### src/rtl/rotor_pkg.sv
// Shared definitions for the parametrised rotor.
//   shift_mode_e  : intra-group swap mode encodings (SHIFT_M0..SHIFT_M3)
//   rotor_state_e : load FSM states (EMPTY / LOAD / READY)
//   swap_src()    : group swap map, gives source slot for destination slot k
//   perm_idx()    : stride permutation, source index feeding destination i
package rotor_pkg;

    localparam int GROUP_SIZE = 4;

    typedef enum logic [1:0] {
        SHIFT_M0 = 2'd0,
        SHIFT_M1 = 2'd1,
        SHIFT_M2 = 2'd2,
        SHIFT_M3 = 2'd3
    } shift_mode_e;

    typedef enum logic [1:0] {
        ST_EMPTY = 2'd0,
        ST_LOAD  = 2'd1,
        ST_READY = 2'd2
    } rotor_state_e;

    // Maps are packed with slot k at bits [2k+1:2k], so the literals read
    // right-to-left: SHIFT_M0 sources {1,3,0,2} for slots 0..3.
    function automatic logic [1:0] swap_src(shift_mode_e mode, logic [1:0] k);
        logic [7:0] map;
        map = {2'd2, 2'd0, 2'd3, 2'd1};
        case (mode)
            SHIFT_M0: map = {2'd2, 2'd0, 2'd3, 2'd1};
            SHIFT_M1: map = {2'd1, 2'd3, 2'd0, 2'd2};
            SHIFT_M2: map = {2'd0, 2'd3, 2'd2, 2'd1};
            SHIFT_M3: map = {2'd1, 2'd2, 2'd3, 2'd0};
            default:  map = {2'd2, 2'd0, 2'd3, 2'd1};
        endcase
        return map[2*int'(k) +: 2];
    endfunction

    // An odd stride is coprime with a power-of-two depth, so this is a bijection.
    function automatic int perm_idx(int i, int stride, int offset, int depth);
        return (i * stride + offset) % depth;
    endfunction

endpackage

### src/rtl/rotor_cam_search.sv
// DEPTH-way equality compare against key with lowest-index priority.
//   tbl  : full table contents
//   key  : symbol to find
//   idx  : lowest index holding key, 0 when absent
//   miss : no entry holds key
module rotor_cam_search #(
    parameter int SYM_W = 6,
    parameter int DEPTH = 64
) (
    input  logic [DEPTH-1:0][SYM_W-1:0] tbl,
    input  logic [SYM_W-1:0]            key,
    output logic [SYM_W-1:0]            idx,
    output logic                        miss
);

    // NOTE: every output of an always_comb gets a default first so no path
    // through the block leaves it unassigned and infers a latch.
    always_comb begin
        idx  = '0;
        miss = 1'b1;
        // Scanning downward lets the lowest matching index win last.
        for (int i = DEPTH - 1; i >= 0; i--) begin
            if (tbl[i] == key) begin
                idx  = SYM_W'(i);
                miss = 1'b0;
            end
        end
    end

endmodule

### src/rtl/rotor_perm_param.sv
// Parametrised rotor: serially loaded DEPTH-entry substitution table with
// registered forward/backward lookups and a swap+stride step permutation.
//   clear                      : back to EMPTY, table kept, load pointer zeroed
//   load_valid/load_data       : one table entry per beat; load_done in READY
//   step/shift_mode            : permute table (READY only)
//   fwd_valid/fwd_in -> fwd_out/fwd_out_valid       : table[fwd_in]
//   bwd_valid/bwd_in -> bwd_out/bwd_out_valid/miss  : lowest index of bwd_in
//   crypt_mode -> shift_amount : top two bits of bwd result or fwd index
//   step_cnt                   : steps since the table became READY
module rotor_perm_param
    import rotor_pkg::*;
#(
    parameter int SYM_W  = 6,
    parameter int STRIDE = 5,
    parameter int OFFSET = 3,
    parameter int CNT_W  = 16
) (
    input  logic             clk,
    input  logic             srst_n,
    input  logic             clear,
    input  logic             load_valid,
    input  logic [SYM_W-1:0] load_data,
    output logic             load_done,
    input  logic             step,
    input  logic [1:0]       shift_mode,
    input  logic             crypt_mode,
    input  logic             fwd_valid,
    input  logic [SYM_W-1:0] fwd_in,
    output logic [SYM_W-1:0] fwd_out,
    output logic             fwd_out_valid,
    input  logic             bwd_valid,
    input  logic [SYM_W-1:0] bwd_in,
    output logic [SYM_W-1:0] bwd_out,
    output logic             bwd_out_valid,
    output logic             bwd_miss,
    output logic [1:0]       shift_amount,
    output logic [CNT_W-1:0] step_cnt
);

    localparam int DEPTH = 2 ** SYM_W;

    if (SYM_W < 2) begin : g_bad_sym_w
        $error("rotor_perm_param: SYM_W must be >= 2 so DEPTH is a multiple of 4");
    end
    if (STRIDE % 2 == 0) begin : g_bad_stride
        $error("rotor_perm_param: STRIDE must be odd");
    end
    if (OFFSET < 0 || OFFSET >= DEPTH) begin : g_bad_offset
        $error("rotor_perm_param: OFFSET must lie in 0..DEPTH-1");
    end

    rotor_state_e                state_q, state_d;
    logic [SYM_W-1:0]            load_ptr_q, load_ptr_d;
    logic [DEPTH-1:0][SYM_W-1:0] tbl_q, tbl_d;
    logic [CNT_W-1:0]            step_cnt_q, step_cnt_d;
    logic [SYM_W-1:0]            fwd_out_q, fwd_out_d;
    logic                        fwd_out_valid_q, fwd_out_valid_d;
    logic [SYM_W-1:0]            bwd_out_q, bwd_out_d;
    logic                        bwd_out_valid_q, bwd_out_valid_d;
    logic                        bwd_miss_q, bwd_miss_d;
    logic [1:0]                  shift_amount_q, shift_amount_d;

    logic [DEPTH-1:0][SYM_W-1:0] grouped, stepped;
    logic [SYM_W-1:0]            cam_idx;
    logic                        cam_miss;
    logic                        load_accept, last_beat, step_accept;

    // clear outranks both load beats and steps in the same cycle.
    assign load_accept = load_valid && (state_q != ST_READY) && !clear;
    assign last_beat   = load_accept && (load_ptr_q == SYM_W'(DEPTH - 1));
    assign step_accept = step && (state_q == ST_READY) && !clear;

    // ---------------- FSM: state register ----------------
    // NOTE: sequential state uses non-blocking assignments so every flop
    // samples pre-edge values regardless of statement order.
    always_ff @(posedge clk or negedge srst_n) begin
        if (!srst_n) begin
            state_q <= ST_EMPTY;
        end else begin
            state_q <= state_d;
        end
    end

    // ---------------- FSM: next state ----------------
    always_comb begin
        state_d = state_q;
        if (clear) begin
            state_d = ST_EMPTY;
        end else begin
            case (state_q)
                ST_EMPTY: if (load_valid) state_d = ST_LOAD;
                ST_LOAD:  if (last_beat)  state_d = ST_READY;
                ST_READY: state_d = ST_READY;
                default:  state_d = ST_EMPTY;
            endcase
        end
    end

    // ---------------- FSM: outputs ----------------
    always_comb begin
        load_done = (state_q == ST_READY);
    end

    // ---------------- step permutation ----------------
    always_comb begin
        grouped = '0;
        stepped = '0;
        for (int g = 0; g < DEPTH / GROUP_SIZE; g++) begin
            for (int k = 0; k < GROUP_SIZE; k++) begin
                grouped[GROUP_SIZE*g + k] =
                    tbl_q[GROUP_SIZE*g + int'(swap_src(shift_mode_e'(shift_mode), 2'(k)))];
            end
        end
        for (int i = 0; i < DEPTH; i++) begin
            stepped[i] = grouped[perm_idx(i, STRIDE, OFFSET, DEPTH)];
        end
    end

    rotor_cam_search #(
        .SYM_W (SYM_W),
        .DEPTH (DEPTH)
    ) u_cam (
        .tbl  (tbl_q),
        .key  (bwd_in),
        .idx  (cam_idx),
        .miss (cam_miss)
    );

    // ---------------- table, pointer, counter ----------------
    always_comb begin
        tbl_d      = tbl_q;
        load_ptr_d = load_ptr_q;
        step_cnt_d = step_cnt_q;
        if (clear) begin
            load_ptr_d = '0;
        end else if (load_accept) begin
            tbl_d[load_ptr_q] = load_data;
            load_ptr_d        = load_ptr_q + 1'b1;
            if (last_beat) step_cnt_d = '0;
        end else if (step_accept) begin
            tbl_d      = stepped;
            step_cnt_d = step_cnt_q + 1'b1;
        end
    end

    // ---------------- lookups ----------------
    // Reads come from tbl_q, so a same-cycle step or load beat is not visible.
    always_comb begin
        fwd_out_valid_d = fwd_valid;
        fwd_out_d       = fwd_valid ? tbl_q[fwd_in] : fwd_out_q;
        bwd_out_valid_d = bwd_valid;
        bwd_out_d       = bwd_valid ? cam_idx  : bwd_out_q;
        bwd_miss_d      = bwd_valid ? cam_miss : bwd_miss_q;
        shift_amount_d  = shift_amount_q;
        if (crypt_mode) begin
            if (bwd_valid) shift_amount_d = cam_idx[SYM_W-1 -: 2];
        end else begin
            if (fwd_valid) shift_amount_d = fwd_in[SYM_W-1 -: 2];
        end
    end

    // NOTE: the table is reset along with the rest of the state because
    // lookups are legal in EMPTY and must return defined zeros.
    always_ff @(posedge clk or negedge srst_n) begin
        if (!srst_n) begin
            load_ptr_q      <= '0;
            tbl_q           <= '0;
            step_cnt_q      <= '0;
            fwd_out_q       <= '0;
            fwd_out_valid_q <= 1'b0;
            bwd_out_q       <= '0;
            bwd_out_valid_q <= 1'b0;
            bwd_miss_q      <= 1'b0;
            shift_amount_q  <= '0;
        end else begin
            load_ptr_q      <= load_ptr_d;
            tbl_q           <= tbl_d;
            step_cnt_q      <= step_cnt_d;
            fwd_out_q       <= fwd_out_d;
            fwd_out_valid_q <= fwd_out_valid_d;
            bwd_out_q       <= bwd_out_d;
            bwd_out_valid_q <= bwd_out_valid_d;
            bwd_miss_q      <= bwd_miss_d;
            shift_amount_q  <= shift_amount_d;
        end
    end

    assign fwd_out       = fwd_out_q;
    assign fwd_out_valid = fwd_out_valid_q;
    assign bwd_out       = bwd_out_q;
    assign bwd_out_valid = bwd_out_valid_q;
    assign bwd_miss      = bwd_miss_q;
    assign shift_amount  = shift_amount_q;
    assign step_cnt      = step_cnt_q;

endmodule

### config.mk
export PLATFORM = sky130hd
export DESIGN_NAME = rotor_perm_param
export DESIGN_NICKNAME = d
export VERILOG_FILES = /design/src/rtl/rotor_pkg.sv /design/src/rtl/rotor_cam_search.sv /design/src/rtl/rotor_perm_param.sv
export SDC_FILE = /design/constraint.sdc
export NUM_CORES = 2
export LEC_CHECK = 0
export ABC_AREA = 1
export ABC_CLOCK_PERIOD_IN_PS = 4700
export CELL_PAD_IN_SITES_DETAIL_PLACEMENT = 1
export CELL_PAD_IN_SITES_GLOBAL_PLACEMENT = 2
export CORE_UTILIZATION = 36
export CTS_BUF_LIST = sky130_fd_sc_hd__clkbuf_4 sky130_fd_sc_hd__clkbuf_8 sky130_fd_sc_hd__clkbuf_16
export CTS_CLUSTER_DIAMETER = 100
export DETAILED_ROUTE_END_ITERATION = 10
export HOLD_SLACK_MARGIN = 0.12
export PLACE_DENSITY_LB_ADDON = 0.25
export SYNTH_ARGS = -nofsm -noshare
export SYNTH_HDL_FRONTEND = slang
export SYNTH_SLANG_ARGS = --single-unit
### constraint.sdc
create_clock -name clk -period 4.7 [get_ports clk]
set_input_delay 1.175 -clock clk [delete_from_list [all_inputs] [get_ports clk]]
set_output_delay 1.175 -clock clk [all_outputs]
set_load 0.1 [all_outputs]
# After elaboration in Yosys (flattened, before gate mapping)
# Cells that the tools add are included.
# W data, S select, Z words.
[totals]
output_inout_bits = 34
inputBits = 28
register_bits = 425
[classes]
n_addsub = 62
eq_ne = 75
n_mux = 336
n_reduce_logical = 16
bitwise_logic = 1
magnitude_cmp = 67
[ops]
columns = ["op", "n"]
rows = [
  ["$bmux W6 S6", 61],
  ["$mux W6", 192],
  ["$mux W384", 2],
  ["$bwmux W384", 1],
  ["$eq A6 B6 Y1", 64],
  ["$add A6 B2 Y7 const A", 32],
  ["$lt A7 B7 Y1 const B", 32],
  ["$lt A6 B7 Y1 const B", 18],
  ["$add A5 B2 Y6 const A", 16],
  ["$mux W1", 64],
  ["$lt A5 B7 Y1 const B", 8],
  ["$bmux W6 S2", 4],
  ["$mux W16", 3],
  ["$add A4 B2 Y5 const A", 8],
  ["$demux W6 S6", 1],
  ["$pmux W8 S4", 1],
  ["$lt A2 B7 Y1 const B", 4],
  ["$lt A4 B7 Y1 const B", 4],
  ["$add A16 B1 Y16 const B", 1],
  ["$add A3 B2 Y4 const A", 4],
  ["$mux W2", 6],
  ["$add A6 B1 Y6 const B", 1],
  ["$eq A2 B2 Y1 const B", 3],
  ["$eq A6 B6 Y1 const B", 1],
  ["13 further kinds", 26],
]

# Logic depth before layout (Yosys ltp)
[depth]
ltp_word = 67
ltp_mapped = 71
mapped_depth_nobuf = 70

# Modules after synthesis
# From an unflattened synthesis, not the netlist that was laid out.
[unflattened]
cells_unflattened = 5944
hier_area_um2 = 37601.1
[modules_own_cells]
columns = ["module", "n_inst", "cells_each", "area_each_um2"]
rows = [
  ["rotor_perm_param", 1, 5058, 32273.5],
  ["rotor_cam_search", 1, 886, 5327.6],
]

# Worst setup path after synthesis
# Ideal clock, no wire load.
[synth_path]
kind = "input -> register"
from = "input port bwd_in[5]"
to = "register bwd_out_q[0], in the netlist bwd_out[0]"
arrival_time_ps = 4483
slack_ps = 97
cell_stages = 64
setup_ps = 120
n_path_buf = 2
path_cell_list = "buf_4 inv_4 buf_6 nor2_1 nor4_1 nand3_2 nand2_1 nand2_1 nand2_1 nand2_1 nand2_1 nand2_1 nand2_1 nand2_1 nand2_1 nand2_1 nand2_1 nand2_1 (+28 left out) nand2_1 nand2_1 nand2_1 nand2_1 nand2_1 nand2_1 nand2_1 nand2_1 nand2_1 nand2_1 nand2_1 nand2_1 nand2_1 nand2_1 nand2_1 nand2_1 nand2_1 nand2_1"
[synth_between]
elab_chain_cells = 65
elab_cells_between_ends = 128
cone_classes = "64 x eq/ne; 64 x mux"
[synth_rtl]
columns = ["item", "line", "source"]
rows = [
  ["start, declared", "rotor_perm_param.sv:32", "input logic [SYM_W-1:0] bwd_in,"],
  ["$eq A6 B6 Y1", "rotor_cam_search.sv:23", "if (tbl[i] == key) begin"],
  ["$mux W6 (63 in series)", "rotor_cam_search.sv:23", ""],
  ["$mux W6 *", "rotor_cam_search.sv:23", ""],
  ["end signal, assigned", "rotor_perm_param.sv:181", "bwd_out_q <= bwd_out_d;"],
  ["end, declared", "rotor_perm_param.sv:58", "logic [SYM_W-1:0] bwd_out_q, bwd_out_d;"],
]
# Every way passes the cells marked *; elsewhere a longest branch is shown, timed or not.
# A chain may end at the register's enable or synchronous reset.

# Worst setup path after layout
[layout_path]
from = "input port bwd_in[3]"
to = "register bwd_out_q[0], in the netlist bwd_out[0]"
# Same word-level chain as after synthesis.

==> out/qor.yml <==
final_nets: 6096
cts.clk_slew.worst_paths_ps: 60
coreArea_um2: 102000
reg2reg_to: "bwd_out[0]$_DFFE_PN0P_"
cts.path.max_buffers: 3
cts.sink_count: 425
grt-ovfl-total: 0
ctsRootBufferMaster: "clkbuf_16"
wl_per_cell_um: 37.6
ff2ff_setup_slack_ps: -320
slew_headroom_pct: 15.3
fin_skew_ps: 25.8
fmax_mhz: 193
switchingPower_mw: 16.4
stdcell_area_um2: 45200
std_cell_rows: 117
drt-initial-drc-count: 8435
grt_pass1_wl_um: 388000
initial_core_util_pct: 36.4
outcome: "finished, violations left"
worst_pin_slew_ps: 1270
placed_area_um2: 43000
cp_slowest_cell: "buf_4"
clkPwrFrac_pct: 16.0
vdd_drop_max_mv: 0.342
timing.rr.start: "tbl_q[372]$_DFFE_PN0P_"
viasPerCell: 6.94
ys_seq_elements: 425
io_pins: 62
leakagePower_nw: 18.9
synth_cells: 5828
cts_tree: "done"
port_buffers: 61
hold_path_class: "reg2reg"
fp.dieW_um: 323
synth.distinct_cells: 52
switching_share_pct: 55.2
finalWorstSetupSlack_ps: -486
place_congestion: 1.06
cp_top_family: "simple AND/OR/NAND/NOR gates"
cap_violations: 0
hold_buffers: 0
drc_errors: 1
finalCritPeriodShare_pct: 110
grt_pass1_vias: 48400
fin_hold_ws_ps: 475
yosysSeqAreaShare_pct: 28.6
area_delta_synth_final_pct: 21.7
holdPathStages: 1
setup_violations: 1
rsz0062_at_grt: "yes"
cp-start-kind: "input port"
holdPathEnd: "step_cnt[15]$_DFFE_PN0P_"
post-route-min-period_ps: 5190
crit_cells: 66
seq_power_share_pct: 28.5
dr.pass1.iters: 9
slew_violations: 0
criticalPathCategory: "in2reg"
grt_max_degree: 88
syn_avg_cell_area_um2: 6.37
cp.required_ps: 5360
p_int_mw: 13.3
combPwrFrac_pct: 55.6
max_stage_delay_ps: 200
finalHoldViolCount: 0
crit_buf_inv: 2
power_density_nw_per_um2: 656
syn_area_um2: 37200
ant_nets: 0
min-delay-start: "step_cnt[15]$_DFFE_PN0P_"
ys_async_sr_fraction_pct: 100
yosys_warnings: 0
wirelength_um: 281000
worstPathArrival_ps: 5850
syn_nets: 5867
dp_hpwl_um: 203000
drive_above_1_share_pct: 13.1
violations: "DRC, setup timing"
synth_edf_count: 0
num_vias: 51900
die_h_um: 323
grt_use_total_pct: 52.6
reg2reg_depth: 68
numCtsBuffers: 58
path_max_fanout: 7
h-tree-depth: 2
synth_ff_type: "dfrtp_1"
antenna_found_initial: 27
insertion_delay_ps: 730
crit_top_cell: "nand2_1"
worstSetupEndpointType: "flop"
die_area_um2: 104000
how the worst max path moves through the flow:
stage	start	endpoint	slack [ps]
after global placement	bwd_in[0]	bwd_out[0]$_DFFE_PN0P_	-1320
after global routing	bwd_in[4]	bwd_out[0]$_DFFE_PN0P_	-850
after detailed placement	bwd_in[1]	bwd_out[0]$_DFFE_PN0P_	-1250
after floorplan	bwd_in[5]	bwd_out[0]$_DFFE_PN0P_	100
after CTS	bwd_in[1]	bwd_out[0]$_DFFE_PN0P_	-300
final	bwd_in[3]	bwd_out[0]$_DFFE_PN0P_	-490
cells by family (layout without fill, tap and decap cells):
kind of cell | after synthesis | after routing | share of synthesized area [%]
multiplexers | 4 | 4 | 0.118
AND/OR/NAND/NOR | 1538 | 1538 | 16.8
AO/OA/AOI/OAI | 2733 | 2733 | 41.0
XOR/XNOR | 116 | 116 | 2.73
buffers and inverters | 1001 | 1276 | 10.3
flip-flops | 425 | 425 | 28.6
other | 0 | 11 | 0
adder cells (fa/ha/maj) | 11 | 11 | 0.370
synthesized netlist by cell type (all sizes together) (30+ instances only):
cell type  count  area share, %
xor2          56            1.3
nor4          30           0.52
clkbuf       432            4.4
nand2        765            7.7
a21oi        796             11
nand3        162            2.2
o21ai       1335             18
buf           86            1.1
a221oi       135            3.2
inv          478            4.8
dfrtp        425             29
nand4         31           0.52
nor3          33           0.44
o211ai        71            1.4
o221ai        72            1.7
a22oi         89            1.8
xnor2         60            1.4
nor2         496            5.0
o22ai        143            2.4
a31oi         53           0.89
layer usage:
metal	share of wire, %	track usage (%)	vias up
met5	0.079	0.0926	-
met4	8.6	36.9	32
met3	14	19.4	1052
met2	39	72.7	4050
met1	38	67.1	25800
li1	-	-	21100
through the flow:
step | setup WS, ps | util [%] | instances | setup TNS [ps] | power, mW
6_report | -486 | 44.3 | 7482 | -486 | 29.6
4_1_cts | -301 | 44.2 | 7476 | -441 | 28.4
2_1_floorplan | 96.8 | - | 5828 | 0 | 14.8
3_5_place_dp | -1250 | 42.1 | 7355 | -1590 | 23.5
3_3_place_gp | -1320 | 42.1 | 7355 | -1580 | 23.4
5_1_grt | -850 | 44.3 | 7472 | -850 | 30.3
layout make-up:
class	count	area, um2
diodes	11	27.5
well taps	1368	1710
inverters	483	1850
fillers	13200	56800
clock buffers	83	1730
flip-flops and latches	425	10600
repair buffers	687	6190
clock inverters	23	190
multi-input cells	4402	22900
cell usage in the layout (no fill, tap or decap), drive strengths merged, types with 51 or more instances in the layout:
master	n
nor2	496
o22ai	143
nand2	765
a21oi	796
o221ai	72
clkbuf	84
xnor2	60
a22oi	89
inv	480
o211ai	71
clkdlybuf4s50	51
nand3	162
dfrtp	425
buf	635
o21ai	1335
xor2	56
a221oi	135
a31oi	53
state kept, by name, summed over array words and instances (netlist names):
register and count:
bwd_out 6, load_ptr_q 6, fwd_out 6, fwd_out_valid 1, bwd_out_valid 1, tbl_q 384, shift_amount 2, bwd_miss 1
state_q 2, step_cnt 16
power groups by stage:
stage | combinational [mW] | sequential, mW | clock, mW
floorplan | 7.57 | 7.25 | 0
global placement | 15.2 | 8.18 | 0
detailed placement | 15.4 | 8.14 | 0
CTS | 15.6 | 8.10 | 4.71
global route | 17.1 | 8.36 | 4.83
finish | 16.5 | 8.43 | 4.73
worst reg2reg max path: cells and delay by family (launching register included):
family / cells / cell delay (ps)
AO/OA/AOI/OAI: 1 / 170
buffers and inverters: 1 / 110
AND/OR/NAND/NOR: 66 / 4230
flip-flops: 1 / 410
repair_timing:
item / 4_1_cts / 5_1_grt
gates resized for setup: 41 / 12
setup endpoints to repair: 1 / 2
buffers inserted: 15 / 1
pin swaps: 15 / 28
gates cloned: 0 / 0
No activity file was read; power rests on OpenSTA's default activity.
==> variant, RTL diff (same flow settings) <==
Make the reset (`srst_n`) synchronous in 2 clocked blocks.
--- a/src/rtl/rotor_perm_param.sv
+++ b/src/rtl/rotor_perm_param.sv
@@ -75,3 +75,3 @@
     // samples pre-edge values regardless of statement order.
-    always_ff @(posedge clk or negedge srst_n) begin
+    always_ff @(posedge clk) begin
         if (!srst_n) begin
@@ -163,3 +163,3 @@
     // lookups are legal in EMPTY and must return defined zeros.
-    always_ff @(posedge clk or negedge srst_n) begin
+    always_ff @(posedge clk) begin
         if (!srst_n) begin
Check against the original RTL: not settled (the Yosys comparison gave no result); the edit may change what the design does.
==> variant against the unedited design <==
The run ends with max-capacitance violations, max-slew violations, negative setup slack left. Sequential cell count unchanged. Area after synthesis decreased by 4.5%. Routed wire length decreased by 1.6%. Setup slack got worse by 0.012 ns. Cell area decreased by 4.1%. Largest cell class unchanged.
Power is not compared: it rests on default switching activity, and its combinational part moved more than twofold at a synthesized area within 25%.
==> variant: results <==
metrics = {
    "placement": {
        "hpwl_um": 199000,
        "placed_area_mm2": 0.0408,
        "gp_congestion": 1.10,
    },
    "detailed_routing": {
        "drt_iter0_drc": 8242,
        "drt-met1-wl_um": 102000,
        "route.met3.wl_um": 39400,
        "dr_wl_met2_um": 108000,
        "wl_per_cell_um": 38.5,
        "viasPerCell": 7.19,
    },
    "critical_path": {
        "cpMaxStageDelayCell": "a221oi_1",
        "cpPeakStageDelay_ns": 0.27,
        "arrival_ns": 5.78,
    },
    "flow_run": {
        "maxCapViolCount": 2,
    },
    "power": {
        "total_power_w": 0.0142,
    },
    "cells_and_area": {
        "fillers": 12600,
        "area_growth_pct": 22.2,
        "drive_gt1_share_pct": 13.7,
        "sh_seq_area_pct": 19.6,
        "nNonClkBuffers": 678,
    },
    "timing": {
        "fin_ws_ns": -0.498,
        "worstMarginPinSlew_ns": 1.66,
        "final-setup-viol-count": 1,
        "setup_tns_ns": -0.498,
        "final_max_slew_viol_count": 2,
        "skew_ns": 0.0298,
    },
    "yosys": {
        "async_reset_ff_share_pct": 0,
        "synthCells": 5667,
        "synth_area_leaders": "dfxtp_1 24%, o21ai_0 15%, a21oi_1 12%, a211oi_1 6.0%, nand2_1 5.5%",
        "synth_fp_nets": 5706,
        "synth_cell_type_count": 51,
        "ys_seq_area_share_pct": 24.0,
    },
    "status": {
        "outcome": "finished, violations left",
        "violations": "max-capacitance violations, max-slew violations, negative setup slack",
    },
    "global_route": {
        "grt_max_degree": 115,
        "grtUsageTotal_pct": 53.8,
        "met3_usage_pct": 19.0,
        "use_met1_pct": 67.1,
    },
    "cts": {
        "postCtsSetupBuffers": 12,
        "cts_buffers": 57,
    },
}
==> variant: changes by cell type after synthesis, sizes merged, moves of 70 or more <==
cell    delta
a211oi   +280
a21oi     +70
a22oi     -76
a31oi     +91
dfrtp    -425
dfxtp    +425
nand2    -243
nor2     -126
o21ai    -265
==> variant: worst paths after layout <==
path	startpoint	end	slack, ns	cells after the start
worst max-delay path	bwd_in[0]	bwd_out[0]	-0.50	62
worst min register to register	step_cnt[15]	step_cnt[15]	0.46	1
worst min-delay path	step_cnt[15]	step_cnt[15]	0.46	1
worst max register to register	tbl_q[383]	bwd_out[0]	-0.30	70
==> variant: cells by family after synthesis <==
| kind of cell | after synthesis | share of synthesized area [%] |
|---|---|---|
| AO/OA/AOI/OAI | 2933 | 48.4 |
| XOR/XNOR | 108 | 2.67 |
| adder cells (fa/ha/maj) | 11 | 0.388 |
| buffers and inverters | 1049 | 11.3 |
| flip-flops | 425 | 24.0 |
| multiplexers | 1 | 0.0282 |
| AND/OR/NAND/NOR | 1140 | 13.2 |
